## config.mk

```make
export PLATFORM = sky130hd
export DESIGN_NAME = mem_wb_stage
export DESIGN_NICKNAME = d
export VERILOG_FILES = /design/src/rtl/pipe_pkg.sv /design/src/rtl/pipe_slot.sv /design/src/rtl/mem_wb_stage.sv
export SDC_FILE = /design/constraint.sdc
export NUM_CORES = 1
export LEC_CHECK = 0
export BUFFER_PORTS_ARGS = -buffer_cell sky130_fd_sc_hd__clkbuf_2
export CORE_MARGIN = 2
export CORE_UTILIZATION = 45
export CTS_CLUSTER_DIAMETER = 30
export DETAILED_ROUTE_END_ITERATION = 10
export GPL_TIMING_DRIVEN = 0
export HOLD_SLACK_MARGIN = 0.1
export PLACE_DENSITY = 0.7
export SETUP_SLACK_MARGIN = 0.3
export SLEW_MARGIN = 25
export SYNTH_ARGS = -nofsm -noshare
export SYNTH_HDL_FRONTEND = slang
export SYNTH_SLANG_ARGS = --single-unit
export TNS_END_PERCENT = 50
```

## constraint.sdc

```tcl
create_clock -name clk -period 2.3 [get_ports clk]
set_input_delay 0.115 -clock clk [delete_from_list [all_inputs] [get_ports clk]]
set_output_delay 0.115 -clock clk [all_outputs]
set_load 0.005 [all_outputs]
```

## src/rtl/pipe_pkg.sv

```systemverilog
// Shared types and defaults for the MEM->WB pipeline stage.
// The payload is packed as {memtoreg, regwrite, memdata, aluresult, rd}, MSB first.
package pipe_pkg;

    localparam int unsigned PIPE_XLEN = 64;
    localparam int unsigned PIPE_RD_W = 5;

    typedef struct packed {
        logic                 memtoreg;
        logic                 regwrite;
        logic [PIPE_XLEN-1:0] memdata;
        logic [PIPE_XLEN-1:0] aluresult;
        logic [PIPE_RD_W-1:0] rd;
    } wb_payload_t;

    localparam int unsigned WB_PAYLOAD_W = $bits(wb_payload_t);

    // Flattened payload width for non-default XLEN/RD_W builds; same field order as wb_payload_t.
    function automatic int unsigned payload_width(input int unsigned xlen, input int unsigned rd_w);
        return 2 + 2 * xlen + rd_w;
    endfunction

endpackage

```

## src/rtl/pipe_slot.sv

```systemverilog
// One pipeline payload register with its valid bit.
// clear dominates load; the payload only updates when a valid entry is loaded.
module pipe_slot #(
    parameter int unsigned W = 8
) (
    input  logic         clk,
    input  logic         rst_n,
    input  logic         clear_i,
    input  logic         load_i,
    input  logic         load_valid_i,
    input  logic [W-1:0] data_i,
    output logic         valid_o,
    output logic [W-1:0] data_o
);

    logic         valid_q;
    logic [W-1:0] data_q;

    always_ff @(posedge clk or negedge rst_n) begin
        if (!rst_n) begin
            valid_q <= 1'b0;
            data_q  <= '0;
        end else if (clear_i) begin
            valid_q <= 1'b0;
        end else if (load_i) begin
            valid_q <= load_valid_i;
            if (load_valid_i) begin
                data_q <= data_i;
            end
        end
    end

    assign valid_o = valid_q;
    assign data_o  = data_q;

endmodule

```

## src/rtl/mem_wb_stage.sv

```systemverilog
// MEM->WB stage register with valid/ready handshake, flush, optional skid slot
// and a forwarding tap for the hazard unit.
module mem_wb_stage
    import pipe_pkg::*;
#(
    parameter int unsigned XLEN    = PIPE_XLEN,
    parameter int unsigned RD_W    = PIPE_RD_W,
    parameter bit          SKID_EN = 1'b1
) (
    input  logic            clk,
    input  logic            rst_n,
    input  logic            flush,
    input  logic            in_valid,
    output logic            in_ready,
    input  logic            in_memtoreg,
    input  logic            in_regwrite,
    input  logic [XLEN-1:0] in_memdata,
    input  logic [XLEN-1:0] in_aluresult,
    input  logic [RD_W-1:0] in_rd,
    output logic            out_valid,
    input  logic            out_ready,
    output logic            out_memtoreg,
    output logic            out_regwrite,
    output logic [XLEN-1:0] out_memdata,
    output logic [XLEN-1:0] out_aluresult,
    output logic [RD_W-1:0] out_rd,
    output logic            fwd_valid,
    output logic [RD_W-1:0] fwd_rd,
    output logic [XLEN-1:0] fwd_data
);

    localparam int unsigned PW = payload_width(XLEN, RD_W);

    logic [PW-1:0] in_payload;
    logic [PW-1:0] out_payload;
    logic [PW-1:0] out_load_data;
    logic [PW-1:0] skid_payload;
    logic          skid_valid;
    logic          out_free;
    logic          accept;
    logic          out_load_valid;
    logic          skid_load;
    logic          skid_load_valid;
    logic          skid_valid_next;
    logic          ready_q;
    logic          ready_d;
    logic          regwrite_q;

    assign in_payload = {in_memtoreg, in_regwrite, in_memdata, in_aluresult, in_rd};

    always_comb begin
        out_free        = !out_valid || out_ready;
        accept          = in_valid && in_ready && !flush;
        skid_load       = 1'b0;
        skid_load_valid = 1'b0;
        if (SKID_EN) begin
            // Input parks in the skid only when the output slot cannot take it this edge.
            skid_load       = (accept && !out_free) || (out_free && skid_valid);
            skid_load_valid = accept && !out_free;
        end
        out_load_valid  = skid_valid || accept;
        out_load_data   = skid_valid ? skid_payload : in_payload;
        skid_valid_next = flush ? 1'b0 : (skid_load ? skid_load_valid : skid_valid);
        ready_d         = SKID_EN ? !skid_valid_next : 1'b1;
    end

    // With SKID_EN=0 this only marks the first edge after reset release.
    always_ff @(posedge clk or negedge rst_n) begin
        if (!rst_n) begin
            ready_q <= 1'b0;
        end else begin
            ready_q <= ready_d;
        end
    end

    assign in_ready = SKID_EN ? ready_q : (ready_q && out_free);

    pipe_slot #(.W(PW)) u_out_slot (
        .clk          (clk),
        .rst_n        (rst_n),
        .clear_i      (flush),
        .load_i       (out_free),
        .load_valid_i (out_load_valid),
        .data_i       (out_load_data),
        .valid_o      (out_valid),
        .data_o       (out_payload)
    );

    if (SKID_EN) begin : g_skid
        pipe_slot #(.W(PW)) u_skid_slot (
            .clk          (clk),
            .rst_n        (rst_n),
            .clear_i      (flush),
            .load_i       (skid_load),
            .load_valid_i (skid_load_valid),
            .data_i       (in_payload),
            .valid_o      (skid_valid),
            .data_o       (skid_payload)
        );
    end else begin : g_no_skid
        assign skid_valid   = 1'b0;
        assign skid_payload = '0;
    end

    assign out_memtoreg  = out_payload[PW-1];
    assign regwrite_q    = out_payload[PW-2];
    assign out_memdata   = out_payload[PW-3 -: XLEN];
    assign out_aluresult = out_payload[RD_W +: XLEN];
    assign out_rd        = out_payload[RD_W-1:0];

    // Stale payload after a flush must never look like a live register write.
    assign out_regwrite = regwrite_q && out_valid;
    assign fwd_valid    = out_regwrite && (out_rd != '0);
    assign fwd_rd       = out_rd;
    assign fwd_data     = out_memtoreg ? out_memdata : out_aluresult;

endmodule
```

==> reports/qor.yml, run 1 <==
power_and_ir_drop:
  pwr-share-clk: 0.426
  p_seq_frac: 0.352
  p_sw_mw: 4.727
  p_sw_frac: 0.2443
  power.internal_mw: 14.63
  pwr-share-comb: 0.222
  p_total_mw: 19.35
  p_leak_nw: 9.106
  power_density_mw_per_mm2: 998.6
  vdd_drop_max_uv: 642.6
placed_design:
  pre_cts_slack_ns: -0.1959
  place.port_buffers: 346
  gp_congestion: 0.7450
  dp_hpwl_um: 23080
worst_hold_path:
  hold_path_class: "in2reg"
synth:
  synth_area_sq_mm: 0.01354
  yosysSeqAreaShare: 0.5047
  synthDistinctLibCells: 19
  yosys_warnings: 0
  postSynthCellCount: 943
  syn_nets: 1083
  syn_avg_cell_area_sq_um: 14.35
  synth_seq_cells: 273
layout:
  fill_cells: 2206
  layout-drive-gt1-share: 0.7047
  syn2layout_area_growth_pct: 43.16
  nets: 1639
  postLayoutCoreUtil: 0.6539
  multi_input_area_sq_mm: 0.005376
  seqCellArea_sq_mm: 0.006835
timing:
  period_minus_slack_ns: 1.932
  max_slew.worst_pin.slew_ns: 0.6857
  hold_viol_final: 0
  max_slew_margin: 0.5429
  maxSlewViolCount: 0
  period_share: 0.8401
  fin_ws_ns: 0.3678
  rsz0062_at_grt: "true"
  setup_viol: 0
  max_freq_ghz: 0.5176
  clock_skew_ns: 0.01045
job:
  cap_viol_max_count: 0
floorplanning:
  die_y_um: 177.4
  initial_core_util: 0.4567
  core_area_sq_mm: 0.02964
  die_area_sq_mm: 0.03149
  rows: 63
  num_io_pins: 347
  die_w_um: 177.4
drt:
  ant_nets: 0
  drt_iter0_markers: 223
  drc_errors: 0
  wl_per_cell_um: 17.56
  first_pass_iters: 4
  avgViaCountPerCell: 4.808
  routed_wl_um: 33950
  num_vias: 9294
clocking:
  cts_buffers: 53
  root_buffer: "clkbuf_16"
  cts_tree: "yes"
  clk_latency_ns: 0.53
  ctsLongestPathBuffers: 3
  clk_pin_slew_ns: 0.05
  clkSinkCount: 273
  ctsHtreeMaxLevel: 2
status:
  status: "finished clean"
critical_path:
  crit_type: "reg2out"
  critical_path.max_stage_delay_ns: 0.41
  critical_path.cell_chain: "clkbuf_16, buf_4, mux2_2, clkbuf_2"
  cp_max_fo: 10
  startpoint_type: "flop"
  cp_slowest_cell: "dfrtp_2"
  cp-end-kind: "output pin"
  arrival_ns: 1.82
  required_ns: 2.18
global_route:
  track_usage: 0.2173
  first_global_vias: 10068
  grt_pass1_wl_um: 53900
  grt-ovfl-total: 0
  grt_max_degree: 78
  antenna_found_initial: 2
-- routing by layer --
| metal | share of wire | track usage | vias to the layer above |
|---|---|---|---|
| li1 | - | - | 4329 |
| met1 | 0.42 | 0.2733 | 4640 |
| met2 | 0.50 | 0.3836 | 280 |
| met3 | 0.057 | 0.04392 | 45 |
| met4 | 0.016 | 0.05089 | 0 |
| met5 | 0 | 0 | - |
-- power groups by stage --
stage | registers, mW | clock network (mW) | logic (mW)
2_1_floorplan | 6.54 | 0 | 2.66
3_3_place_gp | 6.80 | 0 | 3.93
3_5_place_dp | 6.86 | 0 | 4.04
4_1_cts | 6.82 | 8.38 | 4.32
5_1_grt | 6.98 | 8.62 | 4.69
6_report | 6.81 | 8.24 | 4.30
-- timing repair --
item,4_1_cts,5_1_grt
hold endpoints to repair,472,0
cloned,0,0
endpoints found under the setup margin,329,126
resized for setup,16,10
pin swaps,2,0
setup buffers,7,3
hold buffers,142,0
-- per-stage QoR --
stage	hold slack [ns]	setup TNS [ns]	cells	instance area, sq um
CTS	0.3374	0	1928	19330
floorplan	-0.1806	0	943	13540
global route	0.3610	0	1933	19380
global placement	0.3455	-1289.02	1679	15760
detailed placement	0.1037	-5.606	1682	15850
finish	0.3645	0	1933	19380
-- cell usage in the layout, fill, tap and decap left out, drive strengths merged, types with 4 or more instances in the layout --
master,instances
mux2,469
clkbuf,426
dfrtp,273
buf,190
dlygate4sd3,142
bufinv,11
clkinv,9
clkinvlp,5
inv,4
-- state kept, by name, indices dropped and copies added, names as in the netlist --
signal and cells:
g_skid.u_skid_slot.data_o 135, g_skid.u_skid_slot.valid_o 1, in_ready 1, u_out_slot.data_o 135, u_out_slot.valid_o 1
-- path summary, 6_finish.rpt --
kind	from	slack, ns	depth (start not counted)	end
worst max-delay path	u_out_slot.data_o[134]	0.37	4	fwd_data[21]
worst min register to register	g_skid.u_skid_slot.data_o[70]	0.48	1	g_skid.u_skid_slot.data_o[70]
min in group asynchronous	rst_n	0.64	3	g_skid.u_skid_slot.data_o[126]
worst max register to register	u_out_slot.valid_o	0.38	6	g_skid.u_skid_slot.data_o[95]
worst min-delay path	in_memdata[24]	0.36	3	g_skid.u_skid_slot.data_o[93]
max in group asynchronous	rst_n	0.56	5	u_out_slot.data_o[96]
-- kinds of logic after synthesis --
kind of cell    after synthesis  synth area share
mux                         469            0.3901
flops                       273            0.5047
simple gates                 10          0.005825
compound gates                2          0.001202
buf+inv                     189           0.09816
-- cell usage after synthesis (all sizes together) --
| library cell | n | area (sq um) |
|---|---|---|
| mux2 | 469 | 5281 |
| inv | 1 | 3.750 |
| nand2 | 2 | 7.510 |
| or4 | 1 | 7.510 |
| a21oi | 1 | 8.760 |
| nor2 | 1 | 11.26 |
| and2 | 1 | 6.260 |
| or3b | 1 | 11.26 |
| nor3 | 1 | 16.27 |
| o21a | 1 | 7.510 |
| dfrtp | 273 | 6832 |
| or3 | 1 | 6.260 |
| nor2b | 1 | 6.260 |
| clkbuf | 11 | 41.29 |
| buf | 177 | 1284 |
| or2 | 1 | 6.260 |
-- final cells by class --
class / count / share of cell area
sequential: 273 / 0.3527
antenna: 2 / 0.0002582
timing repair buffer: 501 / 0.1719
multi-input combinational: 481 / 0.2774
clock inverter: 28 / 0.02285
clock buffer: 69 / 0.07722
inverter: 1 / 0.0001937
tap: 390 / 0.02518
buffer: 188 / 0.07224
-- critical path: cells and delay by family (launching register included) --
family	cells	cell delay, ns
flops	1	0.41
mux	1	0.37
buf+inv	3	0.50
Power figures use the tool's default switching activity.
==> run 2, diff against run 1 <==
Settings changed: ABC_AREA from default to 1, PLACE_DENSITY 0.7 to 0.69.
Clock period 2.3 ns to 1.8 ns, I/O delays scaled along.
==> reports/qor.yml, run 2 <==
placed_design:
  dp_hpwl_um: 28860  # was 23080 um
  place.port_buffers: 346  # unchanged
  pre_cts_slack_ns: -0.08275  # was -0.1959 ns
  gp_congestion: 0.8409  # was 0.7450
floorplanning:
  initial_core_util: 0.4552  # was 0.4567
  die_w_um: 179.5  # was 177.4 um
  die_area_sq_mm: 0.03220  # was 0.03149 sq mm
  core_area_sq_mm: 0.03043  # was 0.02964 sq mm
  num_io_pins: 347  # unchanged
  die_y_um: 179.5  # was 177.4 um
  rows: 64  # was 63
timing:
  rsz0062_at_grt: "true"  # unchanged
  setup_viol: 54  # was 0
  period_minus_slack_ns: 1.854
  max_freq_ghz: 0.5394
  period_share: 1.030
  fin_ws_ns: -0.05401  # was 0.3678 ns
  tns_ns: -1.205  # was 0 ns
  clock_skew_ns: 0.01291  # was 0.01045 ns
  max_slew.worst_pin.slew_ns: 0.5595  # was 0.6857 ns
  hold_viol_final: 0  # unchanged
  maxSlewViolCount: 0  # unchanged
  max_slew_margin: 0.6270  # was 0.5429
global_route:
  grt_pass1_wl_um: 71680  # was 53900 um
  track_usage: 0.2736  # was 0.2173
  first_global_vias: 13579  # was 10068
  grt_max_degree: 84  # was 78
  grt-ovfl-total: 0  # unchanged
  antenna_found_initial: 1  # was 2
critical_path:
  cp_max_fo: 10  # unchanged
  critical_path.max_stage_delay_ns: 0.39  # was 0.41 ns
  cp_slowest_cell: "dfrtp_2"  # unchanged
  critical_path.top_delay_family: "buffers and inverters"  # unchanged
  startpoint_type: "flop"  # unchanged
  critical_path.cell_chain: "buf_12, buf_8, mux2_2, clkbuf_2"  # was clkbuf_16, buf_4, mux2_2, clkbuf_2
  crit_buf_inv: 3  # unchanged
  cp-end-kind: "output pin"  # unchanged
  crit_type: "reg2out"  # unchanged
  required_ns: 1.71  # was 2.18 ns
  arrival_ns: 1.76  # was 1.82 ns
synth:
  yosysSeqAreaShare: 0.4932  # was 0.5047
  synth_most_common_cell: "nand2_1"  # was mux2_2
  syn_nets: 1827  # was 1083
  synth_seq_cells: 273  # unchanged
  netlist_top_cells_count: "nand2_1 (545), dfrtp_1 (273), o21ai_0 (233), buf_4 (156), inv_1 (141)"  # was mux2_2 (447), dfrtp_1 (273), buf_4 (144), buf_2 (27), mux2_1 (22)
  synth_edf_count: 0  # unchanged
  async_reset_ff_frac: 1.000  # unchanged
  synth_top_area_share: 0.4932  # was 0.5047
  yosys.area.top_type: "dfrtp_1"  # unchanged
  synth_area_sq_mm: 0.01385  # was 0.01354 sq mm
  synthDistinctLibCells: 18  # was 19
  synth_ff_type: "dfrtp_1"  # unchanged
  yosys_warnings: 0  # unchanged
  synthTopCellsByArea: "dfrtp_1 (49%), nand2_1 (15%), buf_4 (8.5%)"  # was dfrtp_1 (50%), mux2_2 (37%), buf_4 (8.0%)
  syn_avg_cell_area_sq_um: 8.211  # was 14.35 sq um
  postSynthCellCount: 1687  # was 943
clocking:
  clk_pin_slew_ns: 0.05  # about the same
  cts_buffers: 61  # was 53
  ctsHtreeMaxLevel: 2  # unchanged
  clk_latency_ns: 0.56  # was 0.53 ns
  root_buffer: "clkbuf_16"  # unchanged
  ctsLongestPathBuffers: 3  # unchanged
  clkSinkCount: 273  # unchanged
  cts_tree: "yes"  # unchanged
layout:
  final_common_cell: "nand2_1"  # was mux2_2
  nets: 2419  # was 1639
  syn2layout_area_growth_pct: 54.29  # was 43.16%
  seqCellArea_sq_mm: 0.006838  # was 0.006835 sq mm
  final_cell_mix: "nand2_1 (461), clkbuf_2 (360), dfrtp_1 (268), o21ai_0 (198), buf_4 (177)"  # was mux2_2 (447), clkbuf_2 (346), dfrtp_1 (270), buf_4 (157), dlygate4sd3_1 (142)
  fill_cells: 2242  # was 2206
  layout-drive-gt1-share: 0.3949  # was 0.7047
  multi_input_area_sq_mm: 0.005426  # was 0.005376 sq mm
status:
  status: "complete, but fails checks"  # was finished clean
  failed_checks: "setup timing"
power_and_ir_drop:
  p_leak_nw: 11.29  # was 9.106 nW
  p_total_mw: 25.79  # was 19.35 mW
  vdd_drop_max_uv: 771.5  # was 642.6 uV
  power_density_mw_per_mm2: 1207  # was 998.6 mW/mm^2
drt:
  drc_errors: 0  # unchanged
  routed_wl_um: 45420  # was 33950 um
  num_vias: 13610  # was 9294
  avgViaCountPerCell: 4.996  # was 4.808
  drt_iter0_markers: 958  # was 223
  wl_per_cell_um: 16.67  # was 17.56 um
  ant_nets: 0  # unchanged
  first_pass_iters: 7  # was 4
job:
  cap_viol_max_count: 0  # unchanged
worst_hold_path:
  hold_path_class: "in2async"  # was in2reg
[run 2: kinds of logic (layout without fill, tap and decap cells)]
group,after synthesis,after routing,share of synthesized area
AOI/OAI and AO/OA,273,273,0.09864
buffers and inverters,389,1026,0.1562
DFF,273,273,0.4932
muxes,64,64,0.05203
other,0,1,0
and+or+nand+nor,688,691,0.2000
[run 2: worst register-to-register path, delay by kind of cell, from the launching register on]
kind	cells	cell delay (ns)
buffers and inverters	4	0.62
DFF	1	0.46
and+or+nand+nor	3	0.19
AOI/OAI and AO/OA	1	0.22
[run 2: metal layers]
layer,track usage,part of all wire,up-vias,wire length [um]
li1,-,-,6440,-
met1,0.3592,0.42,6493,19080
met2,0.4579,0.49,551,22150
met3,0.04356,0.059,126,2694
met4,0.1021,0.033,0,1501
met5,0,0,-,0
[run 2: stage by stage]
stage | hold slack (ns) | std cells | util | instance area, sq um
5_1_grt | 0.1577 | 2724 | 0.7023 | 21370
3_3_place_gp | 0.3373 | 2429 | 0.5284 | 16080
6_report | 0.1093 | 2724 | 0.7023 | 21370
4_1_cts | 0.1185 | 2710 | 0.6763 | 20580
2_1_floorplan | -0.2056 | 1687 | - | 13850
3_5_place_dp | 0.1227 | 2432 | 0.5314 | 16170
[run 2: final timing paths]
kind | startpoint | end | slack [ns] | depth (start not counted)
hold / removal | rst_n | u_out_slot.data_o[26] | 0.11 | 2
setup / recovery | u_out_slot.data_o[134] | fwd_data[34] | -0.05 | 4
max in group asynchronous | rst_n | g_skid.u_skid_slot.data_o[62] | 0.55 | 4
min in group clk | in_aluresult[62] | g_skid.u_skid_slot.data_o[67] | 0.32 | 4
setup reg to reg | u_out_slot.valid_o | u_out_slot.data_o[99] | 0.19 | 8
hold reg to reg | g_skid.u_skid_slot.data_o[99] | g_skid.u_skid_slot.data_o[99] | 0.48 | 2
[run 2: area by class of cell]
type	instances	share of cell area
antenna	1	0.0001171
clock inverter	43	0.02535
inverter	142	0.02553
tap	396	0.02318
sequential	273	0.3199
multi-input combinational	1028	0.2539
clock buffer	68	0.07500
buffer	246	0.09988
timing repair buffer	527	0.1771
[run 2: where the power goes]
| part | switching [mW] | internal [mW] |
|---|---|---|
| sequential | 1.10 | 7.51 |
| clock | 3.66 | 7.83 |
| combinational | 2.42 | 3.28 |
[run 2: timing repair]
item,4_1_cts,5_1_grt
hold buffers,139,0
hold endpoints to repair,489,0
setup endpoints to repair,336,314
resized for setup,170,244
buffers inserted,20,11
pin swaps,9,15
cloned,9,2
==> run 3, diff against run 2 <==
==> constraint.sdc (replaced) <==
create_clock -name clk -period 1.8 [get_ports clk]
set_input_delay 0.36 -clock clk [delete_from_list [all_inputs] [get_ports clk]]
set_output_delay 0.36 -clock clk [all_outputs]
set_load 0.05 [all_outputs]
==> reports/qor.yml, run 3 (same netlist as run 2, synthesis figures left out) <==
power_and_ir_drop:
  p_total_mw: 32.59  # was 25.79 mW
  p_leak_nw: 12.29  # was 11.29 nW
  power_density_mw_per_mm2: 1348  # was 1207 mW/mm^2
  vdd_drop_max_uv: 1034  # was 771.5 uV
timing:
  rsz0062_at_grt: "true"  # unchanged
  fin_ws_ns: -0.4187  # was -0.05401 ns
  max_slew.worst_pin.slew_ns: 0.6175  # was 0.5595 ns
  period_minus_slack_ns: 2.219  # was 1.854 ns
  period_share: 1.233  # was 1.030
  hold_viol_final: 56  # was 0
  setup_viol: 70  # was 54
  clock_skew_ns: 0.01962  # was 0.01291 ns
  max_freq_ghz: 0.4507  # was 0.5394 GHz
  max_slew_margin: 0.5883  # was 0.6270
  maxSlewViolCount: 0  # unchanged
  tns_ns: -24.53  # was -1.205 ns
  hold_ws_ns: -0.2335  # was 0.1093 ns
global_route:
  grt_pass1_wl_um: 79850  # was 71680 um
  grt-ovfl-total: 0  # unchanged
  grt_max_degree: 82  # was 84
  track_usage: 0.3090  # was 0.2736
  antenna_found_initial: 2  # was 1
  first_global_vias: 14667  # was 13579
drt:
  first_pass_iters: 5  # was 7
  wl_per_cell_um: 21.06  # was 16.67 um
  drt_iter0_markers: 1718  # was 958
  routed_wl_um: 58760  # was 45420 um
  drc_errors: 0  # unchanged
  avgViaCountPerCell: 5.429  # was 4.996
  num_vias: 15147  # was 13610
  ant_nets: 0  # unchanged
critical_path:
  cp_slowest_cell: "dfrtp_2"  # unchanged
  cp.depth: 4  # unchanged
  worst_r2r_path_depth: 5  # was 8
  r2r_start: "in_ready"  # was u_out_slot.valid_o
  crit_type: "reg2out"  # unchanged
  critical_path.max_stage_delay_ns: 0.44  # was 0.39 ns
  r2r-end: "g_skid.u_skid_slot.data_o[23]"  # was u_out_slot.data_o[99]
  cp-end-kind: "output pin"  # unchanged
  reg2reg_slack_ns: -0.02  # was 0.19 ns
  cp_max_fo: 7  # was 10
  required_ns: 1.44  # was 1.71 ns
  critical_path.cell_chain: "buf_12, buf_16, mux2_4, clkbuf_16"  # was buf_12, buf_8, mux2_2, clkbuf_2
  critical_path.top_delay_family: "buffers and inverters"  # unchanged
  crit_start: "u_out_slot.data_o[134]"  # unchanged
  startpoint_type: "flop"  # unchanged
  arrival_ns: 1.86  # was 1.76 ns
  crit_buf_inv: 3  # unchanged
status:
  failed_checks: "hold timing, setup timing"  # was setup timing
  status: "complete, but fails checks"  # unchanged
floorplanning:
  die_w_um: 179.5  # unchanged
  num_io_pins: 347  # unchanged
  die_area_sq_mm: 0.03220  # unchanged
  initial_core_util: 0.4552  # unchanged
  core_area_sq_mm: 0.03043  # unchanged
  rows: 64  # unchanged
  die_y_um: 179.5  # unchanged
clocking:
  root_buffer: "clkbuf_16"  # unchanged
  cts_buffers: 60  # was 61
  ctsHtreeMaxLevel: 2  # unchanged
  hold_buffers: 129  # was 139
  ctsLongestPathBuffers: 3  # unchanged
  clkSinkCount: 273  # unchanged
  clk_pin_slew_ns: 0.05  # about the same
  clk_latency_ns: 0.58  # was 0.56 ns
  cts_tree: "yes"  # unchanged
layout:
  nets: 2480  # was 2419
  final_common_cell: "nand2_1"  # unchanged
  final_area_sq_mm: 0.02417  # was 0.02137 sq mm
  syn2layout_area_growth_pct: 74.49  # was 54.29%
  fin_cells: 2790  # was 2724
  final_cell_mix: "nand2_1 (388), dfrtp_1 (252), o21ai_0 (231), clkbuf_2 (193), buf_4 (183)"  # was nand2_1 (461), clkbuf_2 (360), dfrtp_1 (268), o21ai_0 (198), buf_4 (177)
  layout-drive-gt1-share: 0.4448  # was 0.3949
placed_design:
  dp_hpwl_um: 28970  # was 28860 um
  place.port_buffers: 346  # unchanged
  gp_congestion: 0.8268  # was 0.8409
  place_inst: 2432  # unchanged
  place_area_sq_mm: 0.01646  # was 0.01617 sq mm
worst_hold_path:
  hold_path_class: "in2async"  # unchanged
job:
  cap_viol_max_count: 0  # unchanged
==> run 3: changes by cell type in the layout (fill, tap and decap cells not counted), moves of 26 or more <==
cell and delta:
nand2_2 +53, nand2_1 -73, o21ai_1 -26, buf_8 +104, mux2_4 +34, o21ai_0 +33, clkbuf_2 -167, mux2_2 -34
buf_6 +85
==> run 3: worst max-delay path by stage <==
stage                                   to
global placement    u_out_slot.data_o[134]
CTS                           fwd_data[21]
detailed placement  u_out_slot.data_o[131]
finish                        fwd_data[31]
floorplan                     fwd_data[11]
global route                  fwd_data[31]
==> run 3: final cells by class <==
type | count | area, sq um
diodes | 4 | 10.01
fillers | 1698 | 6259
repair buffers | 590 | 6045
inverters | 142 | 541.8
clock buffers | 82 | 1735
well taps | 396 | 495.5
plain buffers | 243 | 2246
multi-input cells | 1030 | 5904
flip-flops and latches | 273 | 6858
clock inverters | 30 | 335.3
==> run 3: per-layer routing <==
metal	share of wire	GRT usage	vias to the layer above
li1	-	-	6581
met1	0.36	0.3821	7309
met2	0.51	0.5415	1001
met3	0.072	0.04700	256
met4	0.056	0.1249	0
met5	0	0	-
==> run 3: timing repair <==
action                                 CTS  global route
pin swaps                               10            12
cloned                                  23             4
setup endpoints to repair              478           471
resized for setup                      439           586
endpoints found under the hold margin  185            56
buffers inserted                        38            52
==> run 3: report_power, final <==
group	internal, mW	leakage, nW	total (mW)	switching (mW)
clock network	7.55	1.02	11.2	3.63
registers	7.52	3.42	8.80	1.28
logic	5.65	7.86	12.6	6.96
total	20.7	12.3	32.6	11.9
==> run 3: worst register-to-register path, delay by kind of cell, from the launching register on <==
kind                   cells  cell delay, ns
buffers and inverters      1            0.31
AO/OA/AOI/OAI              1            0.45
AND/OR/NAND/NOR            3            0.54
flip-flops                 1            0.39
==> run 3: metrics by stage <==
step                      worst slack [ns]  utilization
after floorplan                     0.1847            -
after global placement              -5.931       0.5379
after detailed placement           -0.1137       0.5409
after CTS                          -0.4328       0.7338
after global routing               -0.4465       0.7942
final                              -0.4187       0.7943
